File: src/rtl/saratoga_pkg.sv
// Shared types for the data-memory port and its alignment helper.
//  mem_size_t      : access width of a load/store (2'b11 is not a legal size)
//  dmem_rsp_ctx_t  : per-request context carried from accept into the response stage
package saratoga_pkg;

  localparam int DEFAULT_RAM_ADDR_WIDTH = 10;

  typedef enum logic [1:0] {
    MEM_BYTE = 2'b00,
    MEM_HALF = 2'b01,
    MEM_WORD = 2'b10
  } mem_size_t;

  typedef struct packed {
    logic [1:0] off;
    mem_size_t  size;
    logic       is_unsigned;
    logic       we;
    logic       fault;
  } dmem_rsp_ctx_t;

  // Natural alignment for the given size; the illegal size never aligns.
  function automatic logic is_aligned(input logic [1:0] size, input logic [1:0] off);
    case (size)
      MEM_BYTE: is_aligned = 1'b1;
      MEM_HALF: is_aligned = (off[0] == 1'b0);
      MEM_WORD: is_aligned = (off == 2'b00);
      default:  is_aligned = 1'b0;
    endcase
  endfunction

endpackage

File: src/rtl/dmem_align.sv
// Combinational lane select and sign/zero extension of a 32-bit ram word.
// Shared with the instruction-fetch path.
//  word        in   32  raw ram word
//  off         in   2   byte offset within the word
//  size        in   2   mem_size_t of the access
//  is_unsigned in   1   zero-extend (1) or sign-extend (0)
//  data        out  32  right-justified, extended result
module dmem_align
  import saratoga_pkg::*;
(
  input  logic [31:0] word,
  input  logic [1:0]  off,
  input  mem_size_t   size,
  input  logic        is_unsigned,
  output logic [31:0] data
);

  logic [31:0] shifted;
  logic [7:0]  lane_b;
  logic [15:0] lane_h;

  assign shifted = word >> {off, 3'b000};
  assign lane_b  = shifted[7:0];
  // Halves are only ever at offset 0 or 2, so off[1] picks the half.
  assign lane_h  = off[1] ? word[31:16] : word[15:0];

  always_comb begin
    data = word;
    case (size)
      MEM_BYTE: data = {{24{~is_unsigned & lane_b[7]}}, lane_b};
      MEM_HALF: data = {{16{~is_unsigned & lane_h[15]}}, lane_h};
      default:  data = word;
    endcase
  end

endmodule

File: src/rtl/dmem_port.sv
// Byte-addressed load/store front end for the word-addressed, byte-strobed ram.
//  clk, rst                    clock, synchronous active-high reset
//  req_valid/ready, req_*      request channel (byte address, store flag, size, sign, data)
//  rsp_valid/ready, rsp_*      response channel (aligned load data, access fault)
//  ram_*                       ram drive (word address, strobes, replicated data); rd_data
//                              returns one cycle after ram_rd_en
module dmem_port
  import saratoga_pkg::*;
#(
  parameter int          ADDR_WIDTH = DEFAULT_RAM_ADDR_WIDTH,
  parameter logic [31:0] BASE_ADDR  = 32'h0000_0000
) (
  input  logic                  clk,
  input  logic                  rst,
  input  logic                  req_valid,
  output logic                  req_ready,
  input  logic [31:0]           req_addr,
  input  logic                  req_we,
  input  logic [1:0]            req_size,
  input  logic                  req_unsigned,
  input  logic [31:0]           req_wdata,
  output logic                  rsp_valid,
  input  logic                  rsp_ready,
  output logic [31:0]           rsp_rdata,
  output logic                  rsp_fault,
  output logic                  ram_rd_en,
  output logic                  ram_wr_en,
  output logic [ADDR_WIDTH-1:0] ram_addr,
  output logic [31:0]           ram_wr_data,
  output logic [3:0]            ram_wr_strobe,
  input  logic [31:0]           ram_rd_data
);

  // 33 bits so a 4 GiB window does not overflow.
  localparam logic [32:0] WIN_BYTES = 33'd4 << ADDR_WIDTH;

  logic          accept, in_range, aligned, ok;
  logic [31:0]   rel_addr;
  logic [1:0]    off;
  mem_size_t     size;
  dmem_rsp_ctx_t ctx;
  logic [31:0]   aligned_rdata;

  assign off       = req_addr[1:0];
  assign size      = mem_size_t'(req_size);
  assign rel_addr  = req_addr - BASE_ADDR;
  assign in_range  = {1'b0, rel_addr} < WIN_BYTES;
  assign aligned   = is_aligned(req_size, off);
  assign ok        = in_range & aligned;

  // The response stage doubles as the only buffer: stall requests while it is held.
  assign req_ready = !rsp_valid | rsp_ready;
  // Nothing is accepted in the reset cycle, which keeps a store there off the ram.
  assign accept    = req_valid & req_ready & !rst;

  assign ram_rd_en = accept & !req_we & ok;
  assign ram_wr_en = accept &  req_we & ok;
  assign ram_addr  = req_addr[ADDR_WIDTH+1:2];

  always_comb begin
    ram_wr_strobe = 4'b0000;
    ram_wr_data   = req_wdata;
    case (size)
      MEM_BYTE: begin
        ram_wr_strobe = 4'b0001 << off;
        ram_wr_data   = {4{req_wdata[7:0]}};
      end
      MEM_HALF: begin
        ram_wr_strobe = 4'b0011 << off;
        ram_wr_data   = {2{req_wdata[15:0]}};
      end
      MEM_WORD: begin
        ram_wr_strobe = 4'b1111;
        ram_wr_data   = req_wdata;
      end
      default: ;
    endcase
  end

  always_ff @(posedge clk) begin
    if (rst) begin
      rsp_valid <= 1'b0;
      ctx       <= '0;
    end else if (req_ready) begin
      rsp_valid <= accept;
      if (accept) begin
        ctx.off         <= off;
        ctx.size        <= size;
        ctx.is_unsigned <= req_unsigned;
        ctx.we          <= req_we;
        ctx.fault       <= !ok;
      end
    end
  end

  // ram holds rd_data while stalled (no rd_en), so this stays stable without a buffer.
  dmem_align u_align (
    .word        (ram_rd_data),
    .off         (ctx.off),
    .size        (ctx.size),
    .is_unsigned (ctx.is_unsigned),
    .data        (aligned_rdata)
  );

  assign rsp_rdata = (rsp_valid && !ctx.we && !ctx.fault) ? aligned_rdata : 32'h0;
  assign rsp_fault = rsp_valid & ctx.fault;

endmodule

File: config.mk
export PLATFORM = sky130hd
export DESIGN_NAME = dmem_port
export DESIGN_NICKNAME = d
export VERILOG_FILES = /design/src/rtl/saratoga_pkg.sv /design/src/rtl/dmem_align.sv /design/src/rtl/dmem_port.sv
export SDC_FILE = /design/constraint.sdc
export NUM_CORES = 1
export LEC_CHECK = 0
export CELL_PAD_IN_SITES_DETAIL_PLACEMENT = 0
export CELL_PAD_IN_SITES_GLOBAL_PLACEMENT = 1
export CORE_AREA = 2 2 108 110
export DETAILED_ROUTE_END_ITERATION = 7
export DIE_AREA = 0 0 110 112
export GPL_TIMING_DRIVEN = 0
export MAX_ROUTING_LAYER = met4
export PLACE_DENSITY = 0.87
export SETUP_SLACK_MARGIN = 0.5
export SLEW_MARGIN = 10
export SYNTH_ARGS = -nofsm -noshare
export SYNTH_HDL_FRONTEND = slang
export SYNTH_SLANG_ARGS = --single-unit
export TNS_END_PERCENT = 20
File: constraint.sdc
create_clock -name clk -period 1.5 [get_ports clk]
set_input_delay 0.15 -clock clk [delete_from_list [all_inputs] [get_ports clk]]
set_output_delay 0.15 -clock clk [all_outputs]
set_load 0.05 [all_outputs]
==> results.cfg <==
[critical_path]
arrival_ns = 2.05
critical-path-max-stage-delay_ns = 0.53
critPathLaunchType = flop
cpMaxStageDelayCell = mux4_2
cpMostUsedCell = buf_12
worstPathRequired_ns = 1.35
critical_path_class = reg -> out
end_kind = output pin
crit_chain = buf_8 -> mux4_2 -> and2_4 -> o21ai_4 -> buf_12 -> buf_12 -> buf_12 -> nand2_4 -> buf_8
cp_max_fo = 5

[floorplan]
fp.dieArea_sq_mm = 0.01232
io_pins = 187
start_util_pct = 14.62
core_sq_mm = 0.01117
die_w_um = 110
num_rows = 39
die_h_um = 112

[cells_and_area]
nets = 537
drive_gt1_share_pct = 53.47
n_antenna_cell = 0
syn2layout_area_growth_pct = 178.2
final_cell_mix = 60 x clkdlybuf4s50_1, 51 x buf_4, 43 x buf_6
final_common_cell = clkdlybuf4s50_1
instances_no_fill = 575
utilization_pct = 40.68

[place]
place_hpwl_um = 7025
place.gp.congestion = 0.8073
port_buffers = 171
dp.cells = 555
pre_cts_slack_ns = -1.436

[timing]
finalSetupViolations = 34
worst_pin_slew_ns = 0.5410
drv_slew = 0
fin_crit_ns = 2.205
hold_viol = 0
setup_ws_ns = -0.7048
period_share_pct = 147.0
skew_ns = 0.003946
grt_setup_unrepaired = yes
slew_headroom_pct = 63.93
fmax_ghz = 0.4536

[synthesis]
synth_top_area_share_pct = 21.36
async_flop_share_pct = 0
syn_nets = 345
synth_area_leaders = mux2_2 21%, nand2_1 11%, dfxtp_1 9.8%, buf_4 8.3%, mux2i_1 6.1%
ys_seq_elements = 8
synth_cells = 241
avgSynthCellArea_sq_um = 6.780
synth_top_flop_cell = dfxtp_1
synth_area_sq_mm = 0.001634
synth_edf_count = 0
synth.distinct_cells = 31
ys_seq_area_share_pct = 9.801
yosys.area.top_type = mux2_2
yosysWarnings = 0

[detailed_routing]
viasPerCell = 4.430
drtIter0Drc = 94
drc = 0
wire_per_inst_um = 15.59
wl_um = 8963
drtPass1Iterations = 5
via_count = 2547
drtAntennaViolNets = 0

[clocking]
cts_buffers = 3
clk_latency_ns = 0.23
clkTransAtPathRegs_ns = 0.04
cts_max_path_buffers = 2
htree_levels = 1
cts_tree = yes
cts.sinks = 8
clock-root-buffer = clkbuf_16

[global_route]
grt_pass1_vias = 2560
grt_max_degree = 11
grtUsageMet2_pct = 24.46
grt_pass1_wl_um = 13010
use_met3_pct = 2.810
antenna_found_initial = 0
track_usage_pct = 13.88
grt_use_met1_pct = 15.41
grt-ovfl-total = 0
top_usage_layer = met2

[min_path]
hp-class = in -> reg

[power]
power_density_mw_per_mm2 = 555.4
leakage_nw = 2.021
ir_drop_mv = 0.3230

[outcome]
outcome = finished, violations left
violations = negative setup slack

[job]
drv_cap = 0
critical path, delay by kind of cell, from the launching register on:
family	cells	cell delay [ns]
buffers and inverters	5	0.60
multiplexers	1	0.53
flip-flops	1	0.32
AO/OA/AOI/OAI	1	0.14
AND/OR/NAND/NOR	2	0.22
cells in the mapped netlist, types with 3 or more instances:
cell / n
mux2i_1: 10
inv_1: 3
nand3_1: 6
buf_4: 18
nor2_1: 23
nor4_1: 5
mux2_2: 31
a211oi_1: 7
clkbuf_1: 17
nor3_1: 15
o21ai_0: 11
nand2_1: 50
dfxtp_1: 8
a21oi_1: 11
a222oi_1: 7
worst paths after layout:
kind / to / slack, ns / depth (start not counted) / start
worst max-delay path: rsp_rdata[29] / -0.70 / 9 / ctx[6]$_SDFFE_PP0P_
worst max register to register: ctx[0]$_SDFFE_PP0P_ / 0.25 / 5 / rsp_valid$_SDFFE_PP0N_
worst min register to register: ctx[1]$_SDFFE_PP0P_ / 0.45 / 2 / ctx[1]$_SDFFE_PP0P_
worst min-delay path: ctx[5]$_SDFFE_PP0P_ / 0.21 / 3 / req_addr[0]
where the power goes:
part	internal, mW	leakage (nW)	switching [mW]	total [mW]
clock network	0.354	0.0382	0.108	0.462
logic	0.804	1.92	1.02	1.82
registers	0.228	0.0672	0.0144	0.242
total	1.39	2.02	1.14	2.52
stage by stage:
| step | hold slack, ns | instance area [sq um] | total power [mW] | TNS, ns |
|---|---|---|---|---|
| after global routing | 0.2301 | 4546 | 2.634 | -21.10 |
| after detailed placement | 0.4478 | 3849 | 1.832 | -61.88 |
| final | 0.2084 | 4546 | 2.524 | -19.07 |
| after CTS | 0.2460 | 4287 | 2.434 | -20.97 |
| after global placement | 0.4431 | 3849 | 1.825 | -61.63 |
| after floorplan | 0.2900 | 1958 | 1.222 | -13.01 |
cell type report:
class,count,area (sq um)
buffer,39,387.9
clock buffer,4,78.83
fill,1086,6629
inverter,3,11.26
multi-input combinational,191,1759
sequential,8,166.4
tap,143,178.9
timing repair buffer,187,1963
flip-flops by register name, indices dropped and copies added (netlist names):
| register | cells |
|---|---|
| rsp_valid | 1 |
| ctx | 7 |
cell families after synthesis:
logic type | after synthesis | synth area share (%)
simple gates | 110 | 30.32
mux | 42 | 28.87
buf+inv | 42 | 14.78
compound gates | 39 | 16.23
flops | 8 | 9.801
metal layers:
layer,up-vias,share of wire [%]
met3,8,11
met5,-,0
li1,1220,-
met4,0,1.5
met1,1170,37
met2,149,50
timing repair:
action | 4_1_cts | 5_1_grt
gates cloned | 1 | 0
gates resized for setup | 421 | 146
buffers inserted | 12 | 3
pin swaps | 25 | 23
setup endpoints to repair | 87 | 73
hold buffers | 0 | 0
No activity file was read; power rests on OpenSTA's default activity.
